**src/rtl/ahb_slave_if_param.sv**
```systemverilog
// ---------------------------------------------------------------------------
// ahb_slave_if_param
//
// AHB-side slave interface of the AHB-to-APB bridge. It decodes the address
// into one of NUM_SLAVES APB regions and pipelines the address, write data
// and write direction for the downstream APB controller. Unmapped and
// misaligned transfers get a two-cycle AHB ERROR response (HREADYOUT low,
// then high, with HRESP = ERROR in both cycles).
//
// Address map: Haddr[ADDR_WIDTH-1 : REGION_SHIFT+IDX_W] must equal BASE_TAG.
// Haddr[REGION_SHIFT +: IDX_W] selects the region. Indices at or above
// NUM_SLAVES are unmapped.
//
// Ports
//   Hclk       in   bridge clock; all state changes on the rising edge
//   Hreset     in   synchronous, active-high reset
//   Hwrite     in   AHB write direction
//   Hreadyin   in   AHB HREADY; an address phase is accepted only when high
//   Htrans     in   [1:0] IDLE/BUSY/NONSEQ/SEQ
//   Hsize      in   [2:0] transfer size, log2 bytes
//   Haddr      in   [ADDR_WIDTH-1:0] AHB address
//   Hwdata     in   [DATA_WIDTH-1:0] AHB write data
//   Prdata     in   [DATA_WIDTH-1:0] read data from the APB side
//   valid      out  accepted, mapped, aligned transfer in this address phase
//   tempselx   out  [NUM_SLAVES-1:0] one-hot region select (ignores Htrans)
//   Haddr1/2   out  address pipeline stages 1 and 2
//   Hwdata1/2  out  write-data pipeline stages 1 and 2
//   Hwritereg  out  registered Hwrite
//   Hrdata     out  combinational copy of Prdata
//   Hresp      out  [1:0] 00 OKAY, 01 ERROR
//   Hreadyout  out  slave ready
// ---------------------------------------------------------------------------
module ahb_slave_if_param #(
    parameter int ADDR_WIDTH   = 32,
    parameter int DATA_WIDTH   = 32,
    parameter int NUM_SLAVES   = 3,
    parameter int REGION_SHIFT = 26,
    parameter int IDX_W        = 4,
    parameter int BASE_TAG     = 2
) (
    input  logic                  Hclk,
    input  logic                  Hreset,
    input  logic                  Hwrite,
    input  logic                  Hreadyin,
    input  logic [1:0]            Htrans,
    input  logic [2:0]            Hsize,
    input  logic [ADDR_WIDTH-1:0] Haddr,
    input  logic [DATA_WIDTH-1:0] Hwdata,
    input  logic [DATA_WIDTH-1:0] Prdata,
    output logic                  valid,
    output logic [NUM_SLAVES-1:0] tempselx,
    output logic [ADDR_WIDTH-1:0] Haddr1,
    output logic [ADDR_WIDTH-1:0] Haddr2,
    output logic [DATA_WIDTH-1:0] Hwdata1,
    output logic [DATA_WIDTH-1:0] Hwdata2,
    output logic                  Hwritereg,
    output logic [DATA_WIDTH-1:0] Hrdata,
    output logic [1:0]            Hresp,
    output logic                  Hreadyout
);

    // Width of the tag field above the region index.
    localparam int TAG_W    = ADDR_WIDTH - REGION_SHIFT - IDX_W;
    // Largest legal Hsize: 2 for a 32-bit bus, 3 for a 64-bit bus.
    localparam int MAX_SIZE = (DATA_WIDTH == 64) ? 3 : 2;

    localparam logic [TAG_W-1:0] BASE_TAG_V   = TAG_W'(BASE_TAG);
    // One extra bit so NUM_SLAVES == 2**IDX_W still compares correctly.
    localparam logic [IDX_W:0]   NUM_SLAVES_V = (IDX_W + 1)'(NUM_SLAVES);
    localparam logic [2:0]       MAX_SIZE_V   = 3'(MAX_SIZE);

    localparam logic [1:0] RESP_OKAY  = 2'b00;
    localparam logic [1:0] RESP_ERROR = 2'b01;

    typedef enum logic [1:0] {
        ST_OK   = 2'b00,
        ST_ERR1 = 2'b01,
        ST_ERR2 = 2'b10
    } state_t;

    state_t state_q;
    state_t state_d;

    logic [ADDR_WIDTH-1:0] haddr1_q, haddr1_d;
    logic [ADDR_WIDTH-1:0] haddr2_q, haddr2_d;
    logic [DATA_WIDTH-1:0] hwdata1_q, hwdata1_d;
    logic [DATA_WIDTH-1:0] hwdata2_q, hwdata2_d;
    logic                  hwrite_q, hwrite_d;

    // -----------------------------------------------------------------------
    // Address decode
    // -----------------------------------------------------------------------
    logic [TAG_W-1:0]    tag;
    logic [IDX_W-1:0]    idx;
    logic                hit;
    logic                size_ok;
    logic [MAX_SIZE-1:0] low_bit_set;
    logic                aligned;
    logic                in_ok;
    logic                active;

    assign tag = Haddr[ADDR_WIDTH-1 -: TAG_W];
    assign idx = Haddr[REGION_SHIFT +: IDX_W];
    assign hit = (tag == BASE_TAG_V) && ({1'b0, idx} < NUM_SLAVES_V);

    // A transfer of 2**Hsize bytes needs its Hsize low address bits clear.
    // Only bits below MAX_SIZE matter: larger sizes are rejected by size_ok.
    assign size_ok = (Hsize <= MAX_SIZE_V);

    genvar gi;
    generate
        for (gi = 0; gi < MAX_SIZE; gi++) begin : g_align
            assign low_bit_set[gi] = Haddr[gi] && (Hsize > 3'(gi));
        end
    endgenerate

    assign aligned = size_ok && (low_bit_set == '0);

    assign in_ok  = (state_q == ST_OK);
    assign active = Hreadyin && Htrans[1] && in_ok;
    assign valid  = active && hit && aligned;

    // Region select follows the address alone so the APB side can look at it
    // before it knows whether the transfer is real.
    generate
        for (gi = 0; gi < NUM_SLAVES; gi++) begin : g_sel
            assign tempselx[gi] = hit && (idx == IDX_W'(gi));
        end
    endgenerate

    // Htrans[0] only distinguishes NONSEQ from SEQ, which this block treats
    // identically.
    logic unused_htrans0;
    assign unused_htrans0 = Htrans[0];

    assign Hrdata = Prdata;

    // -----------------------------------------------------------------------
    // Pipeline: advances only when the bus is ready and no error response is
    // in progress, otherwise every stage holds.
    // -----------------------------------------------------------------------
    always_comb begin
        haddr1_d  = haddr1_q;
        haddr2_d  = haddr2_q;
        hwdata1_d = hwdata1_q;
        hwdata2_d = hwdata2_q;
        hwrite_d  = hwrite_q;
        if (Hreadyin && in_ok) begin
            haddr1_d  = Haddr;
            haddr2_d  = haddr1_q;
            hwdata1_d = Hwdata;
            hwdata2_d = hwdata1_q;
            hwrite_d  = Hwrite;
        end
    end

    always_ff @(posedge Hclk) begin
        if (Hreset) begin
            haddr1_q  <= '0;
            haddr2_q  <= '0;
            hwdata1_q <= '0;
            hwdata2_q <= '0;
            hwrite_q  <= 1'b0;
        end else begin
            haddr1_q  <= haddr1_d;
            haddr2_q  <= haddr2_d;
            hwdata1_q <= hwdata1_d;
            hwdata2_q <= hwdata2_d;
            hwrite_q  <= hwrite_d;
        end
    end

    assign Haddr1    = haddr1_q;
    assign Haddr2    = haddr2_q;
    assign Hwdata1   = hwdata1_q;
    assign Hwdata2   = hwdata2_q;
    assign Hwritereg = hwrite_q;

    // -----------------------------------------------------------------------
    // Error-response FSM. An ERROR is two cycles: ERR1 stalls with
    // Hreadyout low so the master sees the error before the next address
    // phase completes; ERR2 finishes it with Hreadyout high. Whatever the
    // master presents during ERR2 is dropped, since it must cancel to IDLE.
    // -----------------------------------------------------------------------
    always_ff @(posedge Hclk) begin
        if (Hreset) begin
            state_q <= ST_OK;
        end else begin
            state_q <= state_d;
        end
    end

    always_comb begin
        state_d   = state_q;
        Hreadyout = 1'b1;
        Hresp     = RESP_OKAY;
        case (state_q)
            ST_OK: begin
                // Unmapped and misaligned together still give one sequence.
                if (active && !(hit && aligned)) begin
                    state_d = ST_ERR1;
                end
            end
            ST_ERR1: begin
                Hreadyout = 1'b0;
                Hresp     = RESP_ERROR;
                state_d   = ST_ERR2;
            end
            ST_ERR2: begin
                Hresp   = RESP_ERROR;
                state_d = ST_OK;
            end
            default: begin
                state_d = ST_OK;
            end
        endcase
    end

endmodule

```
**config.mk**
```make
export PLATFORM = sky130hd
export DESIGN_NAME = ahb_slave_if_param
export DESIGN_NICKNAME = d
export VERILOG_FILES = /design/src/rtl/ahb_slave_if_param.sv
export SDC_FILE = /design/constraint.sdc
export NUM_CORES = 1
export LEC_CHECK = 0
export CELL_PAD_IN_SITES_DETAIL_PLACEMENT = 1
export CELL_PAD_IN_SITES_GLOBAL_PLACEMENT = 1
export CORE_MARGIN = 2
export CORE_UTILIZATION = 26
export DETAILED_ROUTE_END_ITERATION = 7
export HOLD_SLACK_MARGIN = 0.12
export MAX_ROUTING_LAYER = met4
export PLACE_DENSITY = 0.86
export SLEW_MARGIN = 20
export SYNTH_ARGS = -nofsm -noshare
export SYNTH_HDL_FRONTEND = slang
export SYNTH_SLANG_ARGS = --single-unit
```
**constraint.sdc**
```tcl
create_clock -name Hclk -period 2 [get_ports Hclk]
set_input_delay 0.2 -clock Hclk [delete_from_list [all_inputs] [get_ports Hclk]]
set_output_delay 0.2 -clock Hclk [all_outputs]
set_load 0.02 [all_outputs]
```
==> run summary, run 1 <==
Pre-antenna DRT Iters - 4
Initial antenna violation count - 1
Die Wd - 140 um
Final setup viols - 0
Gr usage total - 16.4%
Gate power share - 14.5%
Switching share of total power - 24.7%
Root Buffer - clkbuf_16
Initial DRC Count - 187
Antenna viol nets, final - 0
Share of the synthesized area in the top cell type - 54.2%
Die Area - 0.0197 mm^2
Most frequent cells after synthesis - nand2_1 (260), dfxtp_1 (131), a21oi_1 (129), clkbuf_1 (34), buf_4 (33)
Pin count of the biggest net entering global routing - 131
Cell area after synthesis - 0.00484 mm^2
Clock slew at reported path FFs - 60 ps
Layout cells sized above 1 - 7.04%
Clock share of power - 47.2%
Area leader, netlist - dfxtp_1
EDFF count, synth - 0
Period utilisation layout - 98.8%
Via/cell ratio - 4.48
RSZ-0062 raised after global routing - false
Fmax - 506 MHz
GPL Wtd Cong - 0.802
Htree depth - 4
Aggregate global routing overflow - 0
Critical setup path kind - input pin to output port
Global-route wire length before repair - 24800 um
Worst Path Arrival - 1780 ps
IO Pins - 273
Cell with the most instances after synthesis - nand2_1
Fin. Hold Viols - 0
Syn Area/Cell - 7.80 um^2
Hold slack - 236 ps
Clock skew - 8.01 ps
HP Class - input pin to register
Crit path required time - 1800 ps
Critical Path Fanout Max - 3
P&R area growth vs syn - 57.4%
Core Footprint - 0.0181 mm^2
Placed insts - 994
# Post-CTS Setup Buffers - 0
Critical Path End Type - output port
Net load switching power - 1840 uW
Die Y - 140 um
Initial Util - 26.8%
Cells after Synth - 621
Cell row count - 49
Status - finished clean
Slew Limit Headroom - 61.5%
Area contributors post-synth - dfxtp_1 (54%), nand2_1 (20%), a21oi_1 (13%)
Clock sink count - 131
Wire per inst - 15.2 um
Asr flop ratio synth - 0%
DR vias - 4601
Clk buf depth - 2
Power density over the cells - 975 mW/mm^2
Final Max Tran Viols - 0
Max VDD drop - 0.000584 V
YS warnings - 0
Post-synth top flop - dfxtp_1
Nets - 893
Post-layout min period - 1980 ps
Sequential Power Share - 38.3%
TritonCTS clock tree - built
CP Launch Type - input pin
Drc violations - 0
Filler Cell Count - 2135
DP Wirelength - 10500 um
Via count of the first global-routing pass - 4786
CTS buffer count - 17
Worst skew pair latency - 420 ps
Drt total wl - 15600 um
Syn Nets - 729
Worst-margin pin slew - 577 ps
I/O Buffers - 206
Synth cell types - 22
Post-Layout Cell Count - 1026
Synth Register Bits - 131
Leak - 0.00277 uW
Max Cap Viol - 0
Seq/Total Area, Yosys - 54.2%
Pint - 5600 uW
==> cell families after synthesis <==
logic type,count (synthesis),synth area share (%)
simple gates,270,21.6
compound gates,134,14.1
flops,131,54.2
buf+inv,81,9.07
fa+ha+maj,3,0.775
mux,1,0.207
other cells,1,0.0775
==> path summary, 6_finish.rpt <==
path | depth (start not counted) | end | slack [ps] | from
max | 5 | valid | 20 | Haddr[30]
min | 2 | state_q[0] | 240 | Hreset
max reg2reg | 6 | Haddr1[1] | 250 | state_q[1]
min reg2reg | 2 | Hwdata2[21] | 450 | Hwdata2[21]
==> power groups by stage <==
stage	clock [uW]	sequential, uW	combinational, uW
final	3510	2840	1080
after global routing	3730	2860	1170
after CTS	3610	2850	1100
after detailed placement	0	2900	1090
after global placement	0	2890	1070
after floorplan	0	3060	444
==> cells in the final DEF (no fill, tap or decap) <==
cell type / instances
a211o_4: 1
and2_4: 1
nand2_4: 1
a21oi_1: 129
or3_2: 1
nor2_1: 1
nand2_1: 259
ha_1: 3
clkinvlp_4: 1
a21o_1: 2
dfxtp_1: 131
buf_12: 4
nor2_4: 1
conb_1: 1
a31oi_1: 1
clkdlybuf4s50_1: 199
buf_4: 13
or4b_4: 1
a32oi_1: 1
clkinv_2: 2
buf_6: 1
inv_1: 4
buf_2: 2
nor3_1: 1
clkbuf_16: 17
nor3b_2: 2
mux2i_1: 1
bufinv_16: 6
dlygate4sd3_1: 1
clkbuf_8: 1
diode_2: 1
dlymetal6s2s_1: 2
clkinv_4: 1
nand2b_1: 2
clkbuf_1: 2
==> flip-flops by register name, indices dropped and copies added (netlist names) <==
name	count
Haddr2	32
Hwdata2	32
Hwritereg	1
Haddr1	32
state_q	2
Hwdata1	32
==> metrics by stage <==
| step | TNS [ps] | worst slack [ps] | power [uW] | instance area [um^2] | util, % |
|---|---|---|---|---|---|
| final | 0 | 23.4 | 7430 | 7620 | 42.1 |
| after global placement | -1540 | -505 | 3970 | 6940 | 38.3 |
| after CTS | 0 | 5.66 | 7550 | 7590 | 42.0 |
| after floorplan | 0 | 165 | 3500 | 4840 | - |
| after detailed placement | -1830 | -530 | 3990 | 6940 | 38.3 |
| after global routing | 0 | 3.39 | 7760 | 7620 | 42.1 |
==> worst max-delay path, cell delays in order <==
cell	delay, ps
clkdlybuf4s50_1	420
or4b_4	560
a211o_4	370
nor2_4	100
buf_6	120
==> metal layers <==
metal | vias up | share of wire [%] | GRT usage (%)
met5 | - | 0 | -
met4 | 0 | 1.5 | 6.32
met3 | 15 | 6.4 | 5.33
met2 | 134 | 50 | 27.1
met1 | 2176 | 42 | 18.4
li1 | 2276 | - | -
==> final cells by class <==
| cell class | instances | area, um^2 | share of cell area [%] |
|---|---|---|---|
| diodes | 1 | 2.50 | 0.0328 |
| clock buffers | 20 | 447 | 5.86 |
| clock inverters | 10 | 206 | 2.71 |
| inverters | 4 | 15.0 | 0.197 |
| multi-input cells | 409 | 1820 | 23.8 |
| flip-flops and latches | 131 | 2620 | 34.4 |
| well taps | 229 | 287 | 3.76 |
| repair buffers | 222 | 2230 | 29.2 |
==> timing repair <==
item,in CTS,in global routing
hold buffers,0,1
resized for setup,22,7
endpoints found under the hold margin,0,1
pin swaps,1,2
endpoints found under the setup margin,4,4
(Power assumes the default switching activity.)
==> inputs of run 2 (changes only) <==
==> constraint.sdc (replaced) <==
create_clock -name Hclk -period 2 [get_ports Hclk]
set_input_delay 0.2 -clock Hclk [delete_from_list [all_inputs] [get_ports Hclk]]
set_output_delay 0.2 -clock Hclk [all_outputs]
set_load 0.005 [all_outputs]
==> run 2 against run 1 <==
Against the previous run:
- clock power rose by 3%
- non-clock buffer count fell by 4
- critical path type unchanged
- largest cell class unchanged
- routed wire length fell by 0.46%
==> run summary, run 2 (synthesis gave the netlist of run 1 again) <==
Status - finished clean
Antenna viol nets, final - 0
Nets - 889
CTS buffer count - 17
Fmax - 519 MHz
Clk buf depth - 2
Layout cells sized above 1 - 6.93%
Met1 Use GR - 18.2%
Pin count of the biggest net entering global routing - 131
Critical Path End Type - output port
CP max-delay cell - or4b_4
Post-layout min period - 1930 ps
Root Buffer - clkbuf_16
IO Pins - 273
Placed insts - 991
# Post-CTS Setup Buffers - 0
Critical Path Source - Haddr[29]
Final Max Tran Viols - 0
Filler Cell Count - 2131
Htree depth - 4
DP Wirelength - 10300 um
Critical setup path kind - input pin to output port
Aggregate global routing overflow - 0
CP Launch Type - input pin
Worst-path cell chain - clkdlybuf4s50_1 -> or4b_4 -> buf_4 -> nor3_1 -> dlygate4sd2_1
Slowest Stage Delay on Critical Path - 560 ps
HP Class - input pin to register
Worst skew pair latency - 410 ps
Most frequent cells in the layout - nand2_1 (259), clkdlybuf4s50_1 (201), dfxtp_1 (131), a21oi_1 (129), clkbuf_16 (17)
Slew Limit Headroom - 61.7%
Clock sink count - 131
Clock skew - 6.99 ps
RR Startpoint - state_q[1]
P&R area growth vs syn - 57.3%
RSZ-0062 raised after global routing - false
Worst Path Arrival - 1730 ps
Commonest non-fill, non-tap cell in the layout - nand2_1
Reg2Reg Depth - 6
Period utilisation layout - 96.3%
Global-route wire length before repair - 24700 um
Initial DRC Count - 153
Drc violations - 0
I/O Buffers - 206
Via count of the first global-routing pass - 4696
End of the worst hold path - state_q[0]
Critical hold path startpoint - Hreset
Initial Util - 26.8%
Hold buffers post-CTS - 0
Leak - 0.00275 uW
Core Footprint - 0.0181 mm^2
Fin. Hold Viols - 0
GPL Wtd Cong - 0.766
Crit path required time - 1800 ps
RR Endpoint - Haddr1[21]
Max VDD drop - 0.000545 V
Buf/Inv on CP - 3
Cell row count - 49
Pre-antenna DRT Iters - 4
Worst-margin pin slew - 574 ps
Critical Path Fanout Max - 3
Delay-heaviest family, CP - buffers and inverters
Die Wd - 140 um
DR vias - 4595
Drt total wl - 15500 um
M3 GR Usage - 5.40%
Max Cap Viol - 0
Die Area - 0.0197 mm^2
Post-Layout Cell Count - 1024
Power density over the cells - 968 mW/mm^2
Via/cell ratio - 4.49
Gr usage total - 16.3%
Hold slack - 179 ps
Busiest grt layer - met2
TritonCTS clock tree - built
Wire per inst - 15.1 um
Clock slew at reported path FFs - 60 ps
Met2 Use GR - 27.2%
Final setup viols - 0
Hold depth - 2
Initial antenna violation count - 1
Die Y - 140 um
R2r setup slk - 250 ps
-- run 2: worst max path at each step --
stage | endpoint | cells past startpoint
global placement | valid | 5
floorplan | valid | 8
detailed placement | valid | 5
finish | tempselx[0] | 5
global route | tempselx[0] | 5
CTS | tempselx[1] | 5
-- run 2: layout make-up --
cell class	count	area, um^2	share of cell area [%]
repair buffers	218	2200	28.8
flip-flops and latches	131	2620	34.4
clock inverters	14	249	3.27
diodes	1	2.50	0.0329
clock buffers	18	429	5.63
well taps	229	287	3.76
multi-input cells	409	1820	23.8
inverters	4	15.0	0.197
-- run 2: through the flow --
step                      TNS, ps  utilization, %  worst slack (ps)  cell area, um^2  total power (uW)
after floorplan                 0               -               349             4840              3300
after global placement      -1110            38.3              -402             6930              3790
after detailed placement    -1330            38.3              -453             6930              3820
after CTS                       0            42.1              13.6             7620              7480
after global routing            0            42.1              13.5             7620              7700
final                           0            42.1              73.9             7620              7370
-- run 2: power breakdown --
group | internal (uW) | total [uW] | leakage, uW | switching (uW)
clock network | 2360 | 3610 | 0.000326 | 1250
logic | 485 | 912 | 0.00135 | 428
registers | 2750 | 2840 | 0.00107 | 92.6
-- run 2: timing repair --
item / 4_1_cts / 5_1_grt
endpoints found under the setup margin: 4 / 2
resized for setup: 13 / 4
hold endpoints to repair: 0 / 0
pin swaps: 2 / 1
-- run 2: per-layer routing --
| metal | vias to the layer above | part of all wire [%] | wire, um |
|---|---|---|---|
| met2 | 137 | 50 | 7740 |
| met1 | 2167 | 42 | 6530 |
| met3 | 18 | 6.0 | 927 |
| li1 | 2273 | - | - |
| met5 | - | 0 | 0 |
| met4 | 0 | 1.8 | 283 |
